[config.mk]
export PLATFORM = sky130hd
export DESIGN_NAME = bcd_updown_counter
export DESIGN_NICKNAME = d
export VERILOG_FILES = /design/src/rtl/bcd_updown_counter.sv
export SDC_FILE = /design/constraint.sdc
export NUM_CORES = 1
export LEC_CHECK = 0
export ABC_AREA = 1
export CORE_MARGIN = 2
export CORE_UTILIZATION = 50
export DETAILED_ROUTE_END_ITERATION = 10
export GPL_TIMING_DRIVEN = 0
export PLACE_DENSITY = 0.83
export SYNTH_ARGS = -nofsm -noshare
export SYNTH_HDL_FRONTEND = slang
export SYNTH_SLANG_ARGS = --single-unit
export TNS_END_PERCENT = 100
[constraint.sdc]
create_clock -name clk -period 2.6 [get_ports clk]
set_clock_uncertainty 0.15 [all_clocks]
set_input_delay 0.52 -clock clk [delete_from_list [all_inputs] [get_ports clk]]
set_output_delay 0.52 -clock clk [all_outputs]
set_load 0.01 [all_outputs]
[src/rtl/bcd_updown_counter.sv]
// bcd_updown_counter: multi-digit modulo-MODULUS up/down counter with clear, checked
// parallel load, wrap or saturate at terminal count, sticky overflow and a combinational
// cascade carry so instances can be chained.
//
// Ports:
//   clk       rising-edge clock
//   rstn      asynchronous active-low reset
//   en        count enable / carry-in from a lower stage
//   up        direction, 1 = increment, 0 = decrement
//   clr       synchronous clear (highest priority)
//   load      synchronous parallel load (below clr)
//   load_val  load value, digit i in bits [4i+3:4i]
//   cnt       current count, digit 0 least significant
//   cout      combinational carry/borrow out, high in the cycle before a terminal step
//   ovf       sticky overflow/underflow flag
//   load_err  one-cycle pulse after a rejected load
module bcd_updown_counter #(
  parameter int unsigned DIGITS   = 2,
  parameter int unsigned MODULUS  = 10,
  parameter int unsigned SATURATE = 0
) (
  input  logic                  clk,
  input  logic                  rstn,
  input  logic                  en,
  input  logic                  up,
  input  logic                  clr,
  input  logic                  load,
  input  logic [4*DIGITS-1:0]   load_val,
  output logic [4*DIGITS-1:0]   cnt,
  output logic                  cout,
  output logic                  ovf,
  output logic                  load_err
);

  localparam logic [3:0] MaxDigit = 4'(MODULUS - 1);
  localparam logic [4:0] ModWide  = 5'(MODULUS);

  logic [4*DIGITS-1:0] cnt_q, cnt_d;
  logic [4*DIGITS-1:0] stepped;
  logic                ovf_q, ovf_d;
  logic                load_err_q, load_err_d;
  logic                tc_up, tc_dn, tc;
  logic                load_ok;
  logic                carry;
  logic [3:0]          dig;

  // Terminal-count detection and load validity.
  always_comb begin
    tc_up   = 1'b1;
    tc_dn   = 1'b1;
    load_ok = 1'b1;
    for (int i = 0; i < int'(DIGITS); i++) begin
      tc_up = tc_up & (cnt_q[4*i +: 4] == MaxDigit);
      tc_dn = tc_dn & (cnt_q[4*i +: 4] == 4'd0);
      if ({1'b0, load_val[4*i +: 4]} >= ModWide) begin
        load_ok = 1'b0;
      end
    end
    tc = up ? tc_up : tc_dn;
  end

  // Ripple a step through the digits: a digit moves only when every lower digit is at
  // its rollover value for the current direction.
  always_comb begin
    stepped = cnt_q;
    carry   = 1'b1;
    dig     = 4'd0;
    for (int i = 0; i < int'(DIGITS); i++) begin
      dig = cnt_q[4*i +: 4];
      if (carry) begin
        if (up) begin
          stepped[4*i +: 4] = (dig == MaxDigit) ? 4'd0 : dig + 4'd1;
          carry             = (dig == MaxDigit);
        end else begin
          stepped[4*i +: 4] = (dig == 4'd0) ? MaxDigit : dig - 4'd1;
          carry             = (dig == 4'd0);
        end
      end
    end
  end

  // Next state: clr > load > en.
  always_comb begin
    cnt_d      = cnt_q;
    ovf_d      = ovf_q;
    load_err_d = 1'b0;
    if (clr) begin
      cnt_d = '0;
      ovf_d = 1'b0;
    end else if (load) begin
      if (load_ok) begin
        cnt_d = load_val;
      end else begin
        load_err_d = 1'b1;
      end
    end else if (en) begin
      if (tc) begin
        ovf_d = 1'b1;
        // Saturating counters hold at the terminal count; wrapping ones take the step.
        if (SATURATE == 0) begin
          cnt_d = stepped;
        end
      end else begin
        cnt_d = stepped;
      end
    end
  end

  always_ff @(posedge clk or negedge rstn) begin
    if (!rstn) begin
      cnt_q      <= '0;
      ovf_q      <= 1'b0;
      load_err_q <= 1'b0;
    end else begin
      cnt_q      <= cnt_d;
      ovf_q      <= ovf_d;
      load_err_q <= load_err_d;
    end
  end

  assign cnt      = cnt_q;
  assign ovf      = ovf_q;
  assign load_err = load_err_q;
  // Zero-latency so a following stage's en can be driven directly.
  assign cout     = en & tc & ~clr & ~load;

endmodule

==> metrics.md, run 1 <==
| Metric | Value |
|---|---|
| Status | finished, final reports clean |
| Fmax | 411 MHz |
| Hold Crit Endpoint | ovf |
| Rel. slew slack | 0.678 |
| Clock share of power | 0.189 |
| Area Overhead vs Synth | 40.5% |
| Worst-Skew Late Latency | roughly 0.27 ns |
| Final setup viols | 0 |
| Hold Path Depth | 2 |
| Final HPWL DP | 1660 um |
| CTS buffer count | 3 |
| DRT Pass-1 Iters | 4 |
| Leak | 0.601 nW |
| Max cap viols | 0 |
| P_int | 0.360 mW |
| Via density | between 5 and 6 |
| Diode count | 0 |
| Xor/xnor share of the synthesized area | 0.0101 |
| CP max-delay cell | dfrtp_1 |
| RSZ-0062 raised after global routing | false |
| DRC violations left | 0 |
| Syn Nets | 146 |
| Initial antenna violation count | 0 |
| Largest family of logic cells by synthesized area | simple AND/OR/NAND/NOR gates |
| Sw power | roughly 0.23 mW |
| Leading cell type in the layout, fill and taps excluded | nand2_1 |
| Worst-path fanout max | 4 |
| Worst Setup End Kind | output port |
| Total power | 0.588 mW |
| Hold path startpoint | ovf |
| IO Pins | 25 |
| Via count | 955 |
| Sequential group share of total power | 0.354 |
| Post-Syn Instances | 129 |
| Avg Inst Size Synth | just under 7 um^2 |
| Sequential element share of the synthesized area | 0.288 |
| Hold WS | 0.353 ns |
| Largest net degree at the start of global routing | 11 |
| Logic gate share of total power | 0.457 |
| RD Place Congestion | 0.869 |
| Synth Area in Simple Gates | 0.416 |
| Post-route minimum period | 2.43 ns |
| Placed instance count | 170 |
| Hold crit path type | register to register |
| Quantity of I/O buffers inserted on ports | 24 |
| Detailed Route Iter0 Violations | 24 |
| Final period utilization | 0.935 |
| ANT nets after route | 0 |
| FP Rows | 15 |
| Vias in the first global route | 811 |
| Synth Area in Adders | 0.0432 |
| Clock buffer depth | 2 |
| Area of the core | 1670 um^2 |
| Worst reg2reg path depth | 8 |
| Die Ht | around 46 um |
| Most used cell, CP | inv_1 |
| Initial Utilization | 0.520 |
| Post-DP Area | 1130 um^2 |
| Sum of negative setup slack | 0 ns |
| Clk sink count | 10 |
| Post-synth cell types | 25 |
| Critical R2R Launch | cnt[1] |
| Commonest cells after routing, fill and taps aside | nand2_1, clkdlybuf4s50_1, nor2_1 |
| NumNets Final | 181 |
| CTS H-tree lvls | 1 |
| CP required | 1.93 ns |
| Crit Path Class | register to output port |
| Final slew viol count | 0 |
| PwrDens | between 400 and 500 nW/um^2 |
| Number of synthesized register bits | 10 |
| Critical Path AT | 1.76 ns |
| Die Area | 2090 um^2 |
| Global-route wire length before repair | 3730 um |
| Post-synthesis compound-gate area fraction | 0.160 |
| Clk pin slew, worst setup/hold paths | ~0.070 ns |
| R2r setup slk | around 0.97 ns |
| Hold Buf Count CTS | 0 |
| Grt ovf | 0 |
| CTS root buf | clkbuf_4 |
| Type of origin of the critical path | register |
| Total wire length | 2230 um |
| Yosys Warn Count | 0 |
| Die W | 45.7 um |
| Post-Syn Area | between 800 and 900 um^2 |
| Final std cells w/o fill | 179 |
| CTS tree | yes |
| Cell Chain, Critical Path | inv_2, ha_1, nand2_1, inv_1, nand2_2, o22ai_2, nand3_1, inv_1, dlygate4sd2_1 |
| Crit-path max cell delay | 0.41 ns |
| GRT Resource Usage Total | 0.251 |
| Layout cells sized above 1 | 0.198 |
| VDD IR max | between 0.0002 and 0.0003 V |
| Hold Fails Final Rpt | 0 |
| Post-route cell area | 1220 um^2 |
| Worst r2r dst | cnt[1] |
| Worst Tran Pin Value | 0.482 ns |
| Net Sw Frac | 0.388 |
| Mux share of post-synthesis cell area | 0 |
| Routed length per instance | 12.5 um |
## final cells by class
class                      instances  area, um^2
clock buffer                       3        22.5
fill                             141         450
inverter                          19        71.3
multi-input combinational        100         568
sequential                        10         251
tap                               17        21.3
timing repair buffer              30         285
## per-stage QoR
stage / setup slack, ns / utilization
2_1_floorplan: 0.697 / -
3_3_place_gp: -0.411 / 0.676
3_5_place_dp: -0.449 / 0.676
4_1_cts: 0.217 / 0.730
5_1_grt: 0.0671 / 0.730
6_report: 0.169 / 0.730
## worst max-delay path, delay by kind of cell (launching register included)
kind | cells | cell delay (ns)
simple gates | 3 | 0.27
compound gates | 1 | 0.15
flops | 1 | 0.41
fa+ha+maj | 1 | 0.16
buf+inv | 4 | 0.51
## synth_stat cells, drive strengths merged
| master | instances | share of area |
|---|---|---|
| o21ai | 8 | 0.046 |
| xor2 | 1 | 0.010 |
| nor2 | 18 | 0.098 |
| a22oi | 2 | 0.017 |
| a21oi | 5 | 0.033 |
| inv | 19 | 0.082 |
| nand3 | 16 | 0.11 |
| or2 | 2 | 0.017 |
| o211ai | 3 | 0.026 |
| nand2 | 37 | 0.18 |
| nand4 | 1 | 0.0072 |
| o22ai | 1 | 0.0072 |
| dfrtp | 10 | 0.29 |
| a21boi | 3 | 0.030 |
| ha | 3 | 0.043 |
## layer usage
metal	global-route usage	routed length [um]	vias up
met2	0.361	1020	28
met4	0.106	42	0
li1	-	-	490
met3	0.0238	99	5
met1	0.379	1070	432
met5	0	0	-
## logic make-up (layout without fill, tap and decap cells)
logic type	Yosys count	after routing
xor gates and xnor gates	1	1
buffers and inverters	19	52
DFF	10	10
adders and majority gates	3	3
and+or+nand+nor	74	74
AOI/OAI and AO/OA	22	22
## worst max-delay path by stage
| stage | start | cells after the start | slack (ns) | to |
|---|---|---|---|---|
| 2_1_floorplan | cnt[0] | 6 | 0.70 | cout |
| 3_3_place_gp | up | 8 | -0.41 | cout |
| 3_5_place_dp | up | 8 | -0.45 | cout |
| 4_1_cts | cnt[1] | 9 | 0.22 | cout |
| 5_1_grt | cnt[1] | 9 | 0.07 | cout |
| 6_report | cnt[1] | 9 | 0.17 | cout |
## power by group through the flow
stage	combinational [mW]	clock, mW	sequential, mW
finish	0.269	0.111	0.208
global route	0.300	0.122	0.211
CTS	0.268	0.111	0.207
detailed placement	0.243	0	0.209
global placement	0.238	0	0.209
floorplan	0.139	0	0.214
## registers in the layout (all words and copies together), names as in the netlist
signal,cells
cnt,8
load_err,1
ovf,1
## what timing repair did
action / 4_1_cts / 5_1_grt
gates resized for setup: 11 / 0
buffers inserted: 6 / 0
endpoints found under the setup margin: 1 / 0
(Power assumes the default switching activity.)
==> run 2: changes to the inputs <==
--- a/config.mk
+++ b/config.mk
@@ -6,6 +6,7 @@
 export NUM_CORES = 1
 export LEC_CHECK = 0
 export ABC_AREA = 1
+export ABC_CLOCK_PERIOD_IN_PS = 2600
 export CORE_MARGIN = 2
 export CORE_UTILIZATION = 50
 export DETAILED_ROUTE_END_ITERATION = 10
==> results of run 2 <==
No change in the layout: final DEF, timing and power equal those of run 1.
==> run 3: changes to the inputs <==
--- a/config.mk
+++ b/config.mk
@@ -6,11 +6,11 @@
 export NUM_CORES = 1
 export LEC_CHECK = 0
 export ABC_AREA = 1
-export ABC_CLOCK_PERIOD_IN_PS = 2600
 export CORE_MARGIN = 2
 export CORE_UTILIZATION = 50
 export DETAILED_ROUTE_END_ITERATION = 10
 export GPL_TIMING_DRIVEN = 0
+export HOLD_SLACK_MARGIN = 0.08
 export PLACE_DENSITY = 0.83
 export SYNTH_ARGS = -nofsm -noshare
 export SYNTH_HDL_FRONTEND = slang
==> results of run 3 <==
No change in the layout: final DEF, timing and power equal those of run 1.
